==> config.mk <==
export PLATFORM = sky130hd
export DESIGN_NAME = memory_stage
export DESIGN_NICKNAME = d
export VERILOG_FILES = /design/src/rtl/mem_stage_pkg.sv /design/src/rtl/memory_stage_store_mux.sv /design/src/rtl/memory_stage.sv
export SDC_FILE = /design/constraint.sdc
export NUM_CORES = 1
export LEC_CHECK = 0
export ABC_AREA = 0
export ABC_CLOCK_PERIOD_IN_PS = 2500
export BUFFER_PORTS_ARGS = -buffer_cell sky130_fd_sc_hd__buf_2
export CORE_UTILIZATION = 54
export CTS_BUF_LIST = sky130_fd_sc_hd__clkbuf_16
export DETAILED_ROUTE_END_ITERATION = 7
export HOLD_SLACK_MARGIN = 0.08
export PLACE_DENSITY_LB_ADDON = 0.08
export SLEW_MARGIN = 10
export SYNTH_ARGS = -nofsm -noshare
export SYNTH_HDL_FRONTEND = slang
export SYNTH_SLANG_ARGS = --single-unit
==> constraint.sdc <==
create_clock -name clock -period 2.5 [get_ports clock]
set_clock_uncertainty 0.15 [all_clocks]
set_input_delay 0.25 -clock clock [delete_from_list [all_inputs] [get_ports clock]]
set_output_delay 0.25 -clock clock [all_outputs]
set_load 0.05 [all_outputs]
==> src/rtl/mem_stage_pkg.sv <==
// Shared definitions for the MEM pipeline stage: instruction field positions,
// FSM state encoding and one-hot store-data select codes.
package mem_stage_pkg;

    localparam int MEM_EN_BIT = 23;
    localparam int MEM_WR_BIT = 22;
    localparam int WIDE_BIT   = 21;

    localparam int SEL_W = 5;
    localparam logic [SEL_W-1:0] SEL_ST_DATA = 5'b00001;
    localparam logic [SEL_W-1:0] SEL_WB_TOP  = 5'b00010;
    localparam logic [SEL_W-1:0] SEL_WB_BOT  = 5'b00100;
    localparam logic [SEL_W-1:0] SEL_IMM     = 5'b01000;
    localparam logic [SEL_W-1:0] SEL_ZERO    = 5'b10000;

    typedef enum logic [1:0] {
        IDLE   = 2'd0,
        ACC_LO = 2'd1,
        ACC_HI = 2'd2
    } state_t;

endpackage

==> src/rtl/memory_stage_store_mux.sv <==
// One byte lane of store-data resolution: 5:1 one-hot select between register
// data, forwarded MEM/WB bytes, the immediate and zero.
module store_data_mux
    import mem_stage_pkg::*;
#(
    parameter int DATA_W = 8
) (
    input  logic [SEL_W-1:0]  sel_i,
    input  logic [DATA_W-1:0] st_data_i,
    input  logic [DATA_W-1:0] wb_top_i,
    input  logic [DATA_W-1:0] wb_bot_i,
    input  logic [DATA_W-1:0] imm_i,
    output logic [DATA_W-1:0] data_o
);

    // Any select that is not exactly one-hot resolves to zero.
    always_comb begin
        data_o = '0;
        case (sel_i)
            SEL_ST_DATA: data_o = st_data_i;
            SEL_WB_TOP:  data_o = wb_top_i;
            SEL_WB_BOT:  data_o = wb_bot_i;
            SEL_IMM:     data_o = imm_i;
            SEL_ZERO:    data_o = '0;
            default:     data_o = '0;
        endcase
    end

endmodule

==> src/rtl/memory_stage.sv <==
// MEM pipeline stage: byte / 16-bit data-memory access over a req/ready
// handshake, store-data forwarding, front-end stall and the MEM/WB register.
module memory_stage
    import mem_stage_pkg::*;
#(
    parameter int ADDR_W = 16,
    parameter int DATA_W = 8
) (
    input  logic              clock,
    input  logic              nreset,
    input  logic              ex_mem_valid,
    input  logic [31:0]       ex_mem_instruction,
    input  logic [DATA_W-1:0] ex_mem_data_top,
    input  logic [DATA_W-1:0] ex_mem_data_bot,
    input  logic [DATA_W-1:0] st_data_top,
    input  logic [DATA_W-1:0] st_data_bot,
    input  logic [SEL_W-1:0]  mem_str_data_sel_top,
    input  logic [SEL_W-1:0]  mem_str_data_sel_bot,
    input  logic              flush,
    output logic              dmem_req,
    output logic              dmem_we,
    output logic [ADDR_W-1:0] dmem_addr,
    output logic [DATA_W-1:0] dmem_wdata,
    input  logic              dmem_ready,
    input  logic [DATA_W-1:0] dmem_rdata,
    output logic              stall,
    output logic              mem_wb_valid,
    output logic [31:0]       mem_wb_instruction,
    output logic [DATA_W-1:0] mem_wb_data_top,
    output logic [DATA_W-1:0] mem_wb_data_bot
);

    state_t              state_q, state_d;
    logic [ADDR_W-1:0]   addr_q, addr_d;
    logic [DATA_W-1:0]   wtop_q, wtop_d, wbot_q, wbot_d, rlo_q, rlo_d;
    logic [31:0]         instr_q, instr_d;
    logic                wb_valid_q, wb_valid_d;
    logic [31:0]         wb_instr_q, wb_instr_d;
    logic [DATA_W-1:0]   wb_top_q, wb_top_d, wb_bot_q, wb_bot_d;
    logic [DATA_W-1:0]   mux_top, mux_bot;
    logic                issue, is_mem, acc_we, acc_wide;

    store_data_mux #(.DATA_W(DATA_W)) u_mux_top (
        .sel_i     (mem_str_data_sel_top),
        .st_data_i (st_data_top),
        .wb_top_i  (wb_top_q),
        .wb_bot_i  (wb_bot_q),
        .imm_i     (ex_mem_instruction[DATA_W-1:0]),
        .data_o    (mux_top)
    );

    store_data_mux #(.DATA_W(DATA_W)) u_mux_bot (
        .sel_i     (mem_str_data_sel_bot),
        .st_data_i (st_data_bot),
        .wb_top_i  (wb_top_q),
        .wb_bot_i  (wb_bot_q),
        .imm_i     (ex_mem_instruction[DATA_W-1:0]),
        .data_o    (mux_bot)
    );

    assign issue    = ex_mem_valid & ~flush;
    assign is_mem   = ex_mem_instruction[MEM_EN_BIT];
    assign acc_we   = instr_q[MEM_WR_BIT];
    assign acc_wide = instr_q[WIDE_BIT];

    always_comb begin
        state_d    = state_q;
        addr_d     = addr_q;
        wtop_d     = wtop_q;
        wbot_d     = wbot_q;
        rlo_d      = rlo_q;
        instr_d    = instr_q;
        wb_valid_d = 1'b0;
        wb_instr_d = wb_instr_q;
        wb_top_d   = wb_top_q;
        wb_bot_d   = wb_bot_q;
        dmem_req   = 1'b0;
        dmem_we    = 1'b0;
        dmem_addr  = '0;
        dmem_wdata = '0;
        stall      = 1'b0;
        case (state_q)
            IDLE: begin
                if (issue && !is_mem) begin
                    wb_valid_d = 1'b1;
                    wb_instr_d = ex_mem_instruction;
                    wb_top_d   = ex_mem_data_top;
                    wb_bot_d   = ex_mem_data_bot;
                end else if (issue && is_mem) begin
                    stall   = 1'b1;
                    addr_d  = {ex_mem_data_top, ex_mem_data_bot};
                    wtop_d  = mux_top;
                    wbot_d  = mux_bot;
                    instr_d = ex_mem_instruction;
                    state_d = ACC_LO;
                end
            end
            ACC_LO: begin
                dmem_req   = 1'b1;
                dmem_we    = acc_we;
                dmem_addr  = addr_q;
                dmem_wdata = wbot_q;
                stall      = ~(dmem_ready & ~acc_wide);
                if (dmem_ready) begin
                    rlo_d = dmem_rdata;
                    if (acc_wide) begin
                        state_d = ACC_HI;
                    end else begin
                        state_d    = IDLE;
                        wb_valid_d = 1'b1;
                        wb_instr_d = instr_q;
                        wb_top_d   = acc_we ? addr_q[2*DATA_W-1:DATA_W] : '0;
                        wb_bot_d   = acc_we ? addr_q[DATA_W-1:0] : dmem_rdata;
                    end
                end
            end
            ACC_HI: begin
                // Address increment wraps modulo 2^ADDR_W.
                dmem_req   = 1'b1;
                dmem_we    = acc_we;
                dmem_addr  = addr_q + ADDR_W'(1);
                dmem_wdata = wtop_q;
                stall      = ~dmem_ready;
                if (dmem_ready) begin
                    state_d    = IDLE;
                    wb_valid_d = 1'b1;
                    wb_instr_d = instr_q;
                    wb_top_d   = acc_we ? addr_q[2*DATA_W-1:DATA_W] : dmem_rdata;
                    wb_bot_d   = acc_we ? addr_q[DATA_W-1:0] : rlo_q;
                end
            end
            default: state_d = IDLE;
        endcase
    end

    always_ff @(posedge clock) begin
        if (!nreset) begin
            state_q    <= IDLE;
            addr_q     <= '0;
            wtop_q     <= '0;
            wbot_q     <= '0;
            rlo_q      <= '0;
            instr_q    <= '0;
            wb_valid_q <= 1'b0;
            wb_instr_q <= '0;
            wb_top_q   <= '0;
            wb_bot_q   <= '0;
        end else begin
            state_q    <= state_d;
            addr_q     <= addr_d;
            wtop_q     <= wtop_d;
            wbot_q     <= wbot_d;
            rlo_q      <= rlo_d;
            instr_q    <= instr_d;
            wb_valid_q <= wb_valid_d;
            wb_instr_q <= wb_instr_d;
            wb_top_q   <= wb_top_d;
            wb_bot_q   <= wb_bot_d;
        end
    end

    assign mem_wb_valid       = wb_valid_q;
    assign mem_wb_instruction = wb_instr_q;
    assign mem_wb_data_top    = wb_top_q;
    assign mem_wb_data_bot    = wb_bot_q;

endmodule
==> results.yml, run 1 <==
global_route:
  grt_pass1_wl_um: 35000
  grt_max_degree: 107
  track_usage_pct: 35.2
  grt_antenna_before_repair: 0
  first_global_vias: 6914
  gr-total-overflow: 0
synth:
  yosys.area.top_type_share_pct: 37.8
  syn_nets: 875
  synth_mux_area_share_pct: 2.81
  netlist_instances: 783
  postSynthAreaPerCell_um2: 8.31
  synth_cell_types: 53
  synthArstFlopShare_pct: 0
  ys_ff_latch: 123
  ys.flop_type: "dfxtp_1"
  synth_largest_area_cell: "dfxtp_1"
  synth-xor-area-share_pct: 0.538
  yosys.area_share.simple_pct: 22.5
  synth_adder_area_share_pct: 0.961
  synth_area_um2: 6510
  synth_compound_area_share_pct: 29.5
  synth_edf_count: 0
  synthesis.yosys.warnings: 0
  synth-seq-area-share_pct: 37.8
  synth_top_family_by_area: "compound AO/OA/AOI/OAI gates"
  synth_area_leaders: "dfxtp_1, a21oi_1, nand2_1"
clock_network:
  clkSlewWorstSetupHoldPaths_ns: 0.05
  clk_path_buf_depth: 2
  cts_tree: "yes"
  cts_root_buffer: "clkbuf_16"
  clk_latency_ns: 0.41
  cts_sinks: 123
  numCtsBuffers: 17
  cts_max_level: 4
placed_design:
  portBuffers: 162
  place_area_um2: 7490
  hpwl_um: 14000
  dp_cells: 1036
  gp_congestion: 0.914
route:
  drt_wl_total_um: 22000
  drc_errors: 12
  via_per_inst: 6.35
  first_pass_iters: 7
  ant_nets: 0
  dr_total_vias: 7223
  wl_per_cell_um: 19.4
  drt-initial-drc-count: 755
worst_setup_path:
  max_stage_delay_ns: 0.36
  critical_path.slowest_cell: "dfxtp_2"
  critPathRequiredTime_ns: 2.10
  crit_buf_inv: 3
  cp.arrival_ns: 2.06
  r2r_cells: 5
  start_kind: "register"
  path_cells: "inv_1, ha_4, and2_4, buf_4, a22o_1, buf_2"
  endpoint_kind: "output port"
  crit_fanout: 10
  path_delay_family: "buffers and inverters"
  cp.depth: 6
  path_class: "reg2out"
floorplanning:
  pin_count: 163
  dieArea_um2: 12500
  initial_utilization_pct: 56.3
  fp.dieW_um: 112
  core.rowCount: 39
  die_h_um: 112
  fp.coreArea_um2: 11600
finish:
  multiInputGateArea_um2: 3850
  stdcell_count: 1137
  drive_gt1_share_pct: 29.0
  num-fill-cells: 826
  num_antenna_cells: 0
  fin_nets: 1074
  syn2layout_area_growth_pct: 36.2
  final_area_um2: 8860
  seqCellArea_um2: 2470
sta:
  final_max_slew_viol_count: 0
  finalHoldViolCount: 0
  fin_crit_ns: 2.46
  setup_viol: 0
  period_share_pct: 98.2
  max_freq_mhz: 407
  timing.hold.ws_ns: 0.118
  maxSlewHeadroom_pct: 16.5
  tightestPinTransition_ns: 1.25
outcome:
  status: "finished, violations left"
  violations: "design-rule violations"
hold_path:
  worstHoldPathCells: 4
  hp-class: "in2reg"
power_and_ir_drop:
  peakVddDrop_mv: 0.487
  p_leak_nw: 3.62
  total_power_mw: 5.49
  power_density_nw_per_um2: 619
job:
  maxCapViolations: 0
-- cells in the final DEF, fill, tap and decap left out, types with 4 or more instances in the layout --
cell / instances
buf_6: 5
nor3b_1: 16
dlygate4sd3_1: 66
o22ai_1: 8
nand2b_1: 5
a21oi_1: 120
nor2b_1: 14
buf_4: 36
nand2_1: 115
buf_2: 149
clkinv_2: 4
dfxtp_1: 116
and3_1: 34
and2_1: 4
a22o_1: 25
a22oi_1: 30
clkbuf_16: 17
dfxtp_2: 7
nor4b_1: 16
nand3_1: 13
a211oi_1: 28
a41oi_1: 4
a222oi_1: 8
mux2i_1: 16
nor2_1: 7
o21ai_0: 8
inv_1: 6
a211oi_2: 22
or4_1: 16
-- worst min-delay path, stage by stage --
cell    delay, ns
buf_2        0.07
and3_1       0.12
or4_1        0.10
a22o_1       0.11
-- worst paths after layout --
path	from	end	slack, ns
setup / recovery	state_q[1]	dmem_wdata[0]	0.04
hold / removal	st_data_top[4]	wtop_q[4]	0.12
setup reg to reg	state_q[1]	wtop_q[0]	0.18
hold reg to reg	instr_q[25]	instr_q[25]	0.30
-- routing by layer --
layer  wire [um]  up-vias  GRT usage [%]
met1        8900     3443           43.2
met3        1750       63           7.13
met5           0        -              0
met2       10700      400           59.0
li1            -     3317              -
met4         650        0           17.1
-- synth_stat cells (all sizes together) (3+ instances only) --
cell type	instances
a211oi	50
a21oi	121
a222oi	8
a22o	25
a22oi	30
a31oi	5
a41oi	4
and2	8
and3	36
and4	3
buf	30
clkbuf	50
dfxtp	123
ha	5
inv	5
mux2i	16
nand2	117
nand2b	5
nand3	14
nor2	7
nor2b	15
nor3	4
nor3b	16
nor4b	17
o21ai	15
o22ai	8
or4	16
-- state kept, by name, summed over array words and instances, names as in the netlist --
name / flops
addr_q: 16
instr_q: 32
mem_wb_data_bot: 8
mem_wb_data_top: 8
mem_wb_instruction: 32
mem_wb_valid: 1
rlo_q: 8
state_q: 2
wbot_q: 8
wtop_q: 8
-- power breakdown --
group          leakage, nW  internal (mW)  switching (mW)
Sequential            1.01           2.07          0.0877
Clock                0.276           1.42           0.842
Combinational         2.34          0.374           0.691
Total                 3.62           3.87            1.62
-- kinds of logic (layout without fill, tap and decap cells) --
kind of cell / Yosys count / in the layout
XOR/XNOR: 4 / 4
AND/OR/NAND/NOR: 270 / 270
AO/OA/AOI/OAI: 278 / 278
adder cells (fa/ha/maj): 5 / 5
buffers and inverters: 85 / 296
multiplexers: 18 / 18
flip-flops: 123 / 123
-- through the flow --
step	setup slack (ns)	setup TNS (ns)	util [%]
2_1_floorplan	0.0368	0	-
3_3_place_gp	0.219	0	64.7
3_5_place_dp	0.140	0	64.7
4_1_cts	0.00409	0	76.1
5_1_grt	-0.00722	-0.0209	76.6
6_report	0.0440	0	76.6
-- timing repair --
action	CTS	global route
endpoints found under the setup margin	23	24
pin swaps	1	2
gates cloned	0	0
endpoints found under the hold margin	59	0
gates resized for setup	31	19
hold buffers	66	0
setup buffers	4	0
-- final cells by class --
| class | instances | area share, % |
|---|---|---|
| multi-input combinational | 575 | 43.4 |
| inverter | 5 | 0.226 |
| tap | 143 | 2.02 |
| timing repair buffer | 260 | 20.3 |
| clock buffer | 17 | 4.80 |
| clock inverter | 14 | 1.31 |
| sequential | 123 | 27.9 |
Power figures use the tool's default switching activity.
==> run 2: changes to the inputs <==
==> constraint.sdc (replaced) <==
create_clock -name clock -period 2.5 [get_ports clock]
set_clock_uncertainty 0.15 [all_clocks]
set_input_delay 0.5 -clock clock [delete_from_list [all_inputs] [get_ports clock]]
set_output_delay 0.5 -clock clock [all_outputs]
set_load 0.05 [all_outputs]
==> results.yml, run 2 (synthesis gave the netlist of run 1 again) <==
outcome:
  status: "finished, violations left"
  violations: "design-rule violations, negative setup slack"
route:
  first_pass_iters: 8
  drt-initial-drc-count: 856
  drc_errors: 14
  via_per_inst: 6.50
  ant_nets: 0
  drt_wl_total_um: 22100
  wl_per_cell_um: 20.1
  dr_total_vias: 7148
placed_design:
  gp_congestion: 0.945
  place_area_um2: 7670
  portBuffers: 162
  place_ws_ns: 0.0335
  hpwl_um: 13900
worst_setup_path:
  critical_path.slowest_cell: "dfxtp_4"
  path_delay_family: "flip-flops"
  cp.arrival_ns: 1.94
  crit_buf_inv: 3
  critPathRequiredTime_ns: 1.85
  max_stage_delay_ns: 0.37
  start_kind: "register"
  path_cells: "inv_4, ha_1, and2_4, buf_4, o21ai_1, o21ai_4, buf_6"
  path_class: "reg2out"
  crit_fanout: 9
  endpoint_kind: "output port"
power_and_ir_drop:
  p_leak_nw: 3.66
  total_power_mw: 5.33
  power_density_nw_per_um2: 605
  peakVddDrop_mv: 0.540
sta:
  final_max_slew_viol_count: 0
  tightestPinTransition_ns: 1.29
  tns_ns: -1.05
  maxSlewHeadroom_pct: 13.8
  fin_crit_ns: 2.59
  rsz0062_at_grt: "yes"
  finalHoldViolCount: 0
  setup_viol: 19
  max_freq_mhz: 386
  layout_setup_ws_ns: -0.0913
  period_share_pct: 104
finish:
  num-fill-cells: 856
  final_area_um2: 8820
  syn2layout_area_growth_pct: 35.5
  final_core_util_pct: 76.3
  num_antenna_cells: 0
  final_common_cell: "buf_2"
  layout_common_cells: "buf_2, a21oi_1, dfxtp_1"
  seqCellArea_um2: 2480
  multiInputGateArea_um2: 4040
  drive_gt1_share_pct: 35.9
  fin_nets: 1038
global_route:
  gr-total-overflow: 0
  grt_antenna_before_repair: 0
  grt_pass1_wl_um: 33400
  grt_max_degree: 107
  first_global_vias: 6505
  track_usage_pct: 33.6
clock_network:
  numCtsBuffers: 17
  cts_hold_buf: 0
  clk_latency_ns: 0.41
  clkSlewWorstSetupHoldPaths_ns: 0.05
  clk_path_buf_depth: 2
  cts_sinks: 123
  cts_root_buffer: "clkbuf_16"
  cts_max_level: 4
  cts_tree: "yes"
floorplanning:
  fp.coreArea_um2: 11600
  pin_count: 163
  initial_utilization_pct: 56.3
  dieArea_um2: 12500
  die_h_um: 112
  core.rowCount: 39
  fp.dieW_um: 112
job:
  maxCapViolations: 0
hold_path:
  hp-class: "in2reg"
==> run 2: cell count changes in the layout (fill, tap and decap cells not counted), moves of 3 or more <==
cell	delta
o21ai_2	+3
buf_4	+10
o21ai_0	-5
o21ai_4	+3
inv_1	-3
a41oi_1	-3
a22o_4	+6
dlygate4sd3_1	-66
buf_6	+18
buf_12	+5
buf_8	+4
a22o_1	-8
buf_2	-10
nand2_1	-3
==> run 2: per-layer routing <==
layer	vias up	part of all wire [%]	wire length, um	global-route usage, %
met5	-	0	0	0
met4	0	3.9	854	17.2
met3	85	8.9	1980	7.95
met2	426	47	10300	52.5
met1	3397	40	8890	43.2
li1	3240	-	-	-
==> run 2: final cells by class <==
| class | count | area share [%] |
|---|---|---|
| clock buffers | 17 | 4.82 |
| clock inverters | 13 | 1.01 |
| inverters | 5 | 0.284 |
| multi-input cells | 575 | 45.8 |
| flip-flops and latches | 123 | 28.1 |
| well taps | 143 | 2.03 |
| repair buffers | 224 | 18.0 |
==> run 2: metrics by stage <==
stage / hold WS [ns] / std cells
floorplan: 0.286 / 783
global placement: 0.291 / 1048
detailed placement: 0.297 / 1048
CTS: 0.177 / 1087
global route: 0.183 / 1100
finish: 0.188 / 1100
==> run 2: final timing paths <==
kind / cells after the start / from / slack (ns) / endpoint
hold reg to reg: 2 / instr_q[8] / 0.30 / instr_q[8]
setup reg to reg: 5 / state_q[0] / 0.16 / wtop_q[2]
hold / removal: 3 / ex_mem_data_bot[2] / 0.19 / addr_q[2]
setup / recovery: 7 / state_q[1] / -0.09 / dmem_addr[7]
==> run 2: power breakdown <==
group	switching, mW	leakage, nW	internal, mW
Clock	0.850	0.259	1.32
Sequential	0.0802	1.01	2.07
Combinational	0.691	2.39	0.324
Total	1.62	3.66	3.71
==> run 2: worst reg2reg max path, cell delays in order, from the launching register on <==
cell and delay, ns:
dfxtp_4 0.37, inv_4 0.05, ha_4 0.18, and4b_2 0.26
nor2_1 0.96, a22o_1 0.31
==> run 2: repair_timing <==
item,CTS,global route
gates cloned,2,1
buffers inserted,7,13
endpoints found under the setup margin,24,25
pin swaps,11,18
resized for setup,87,38
hold endpoints to repair,0,0
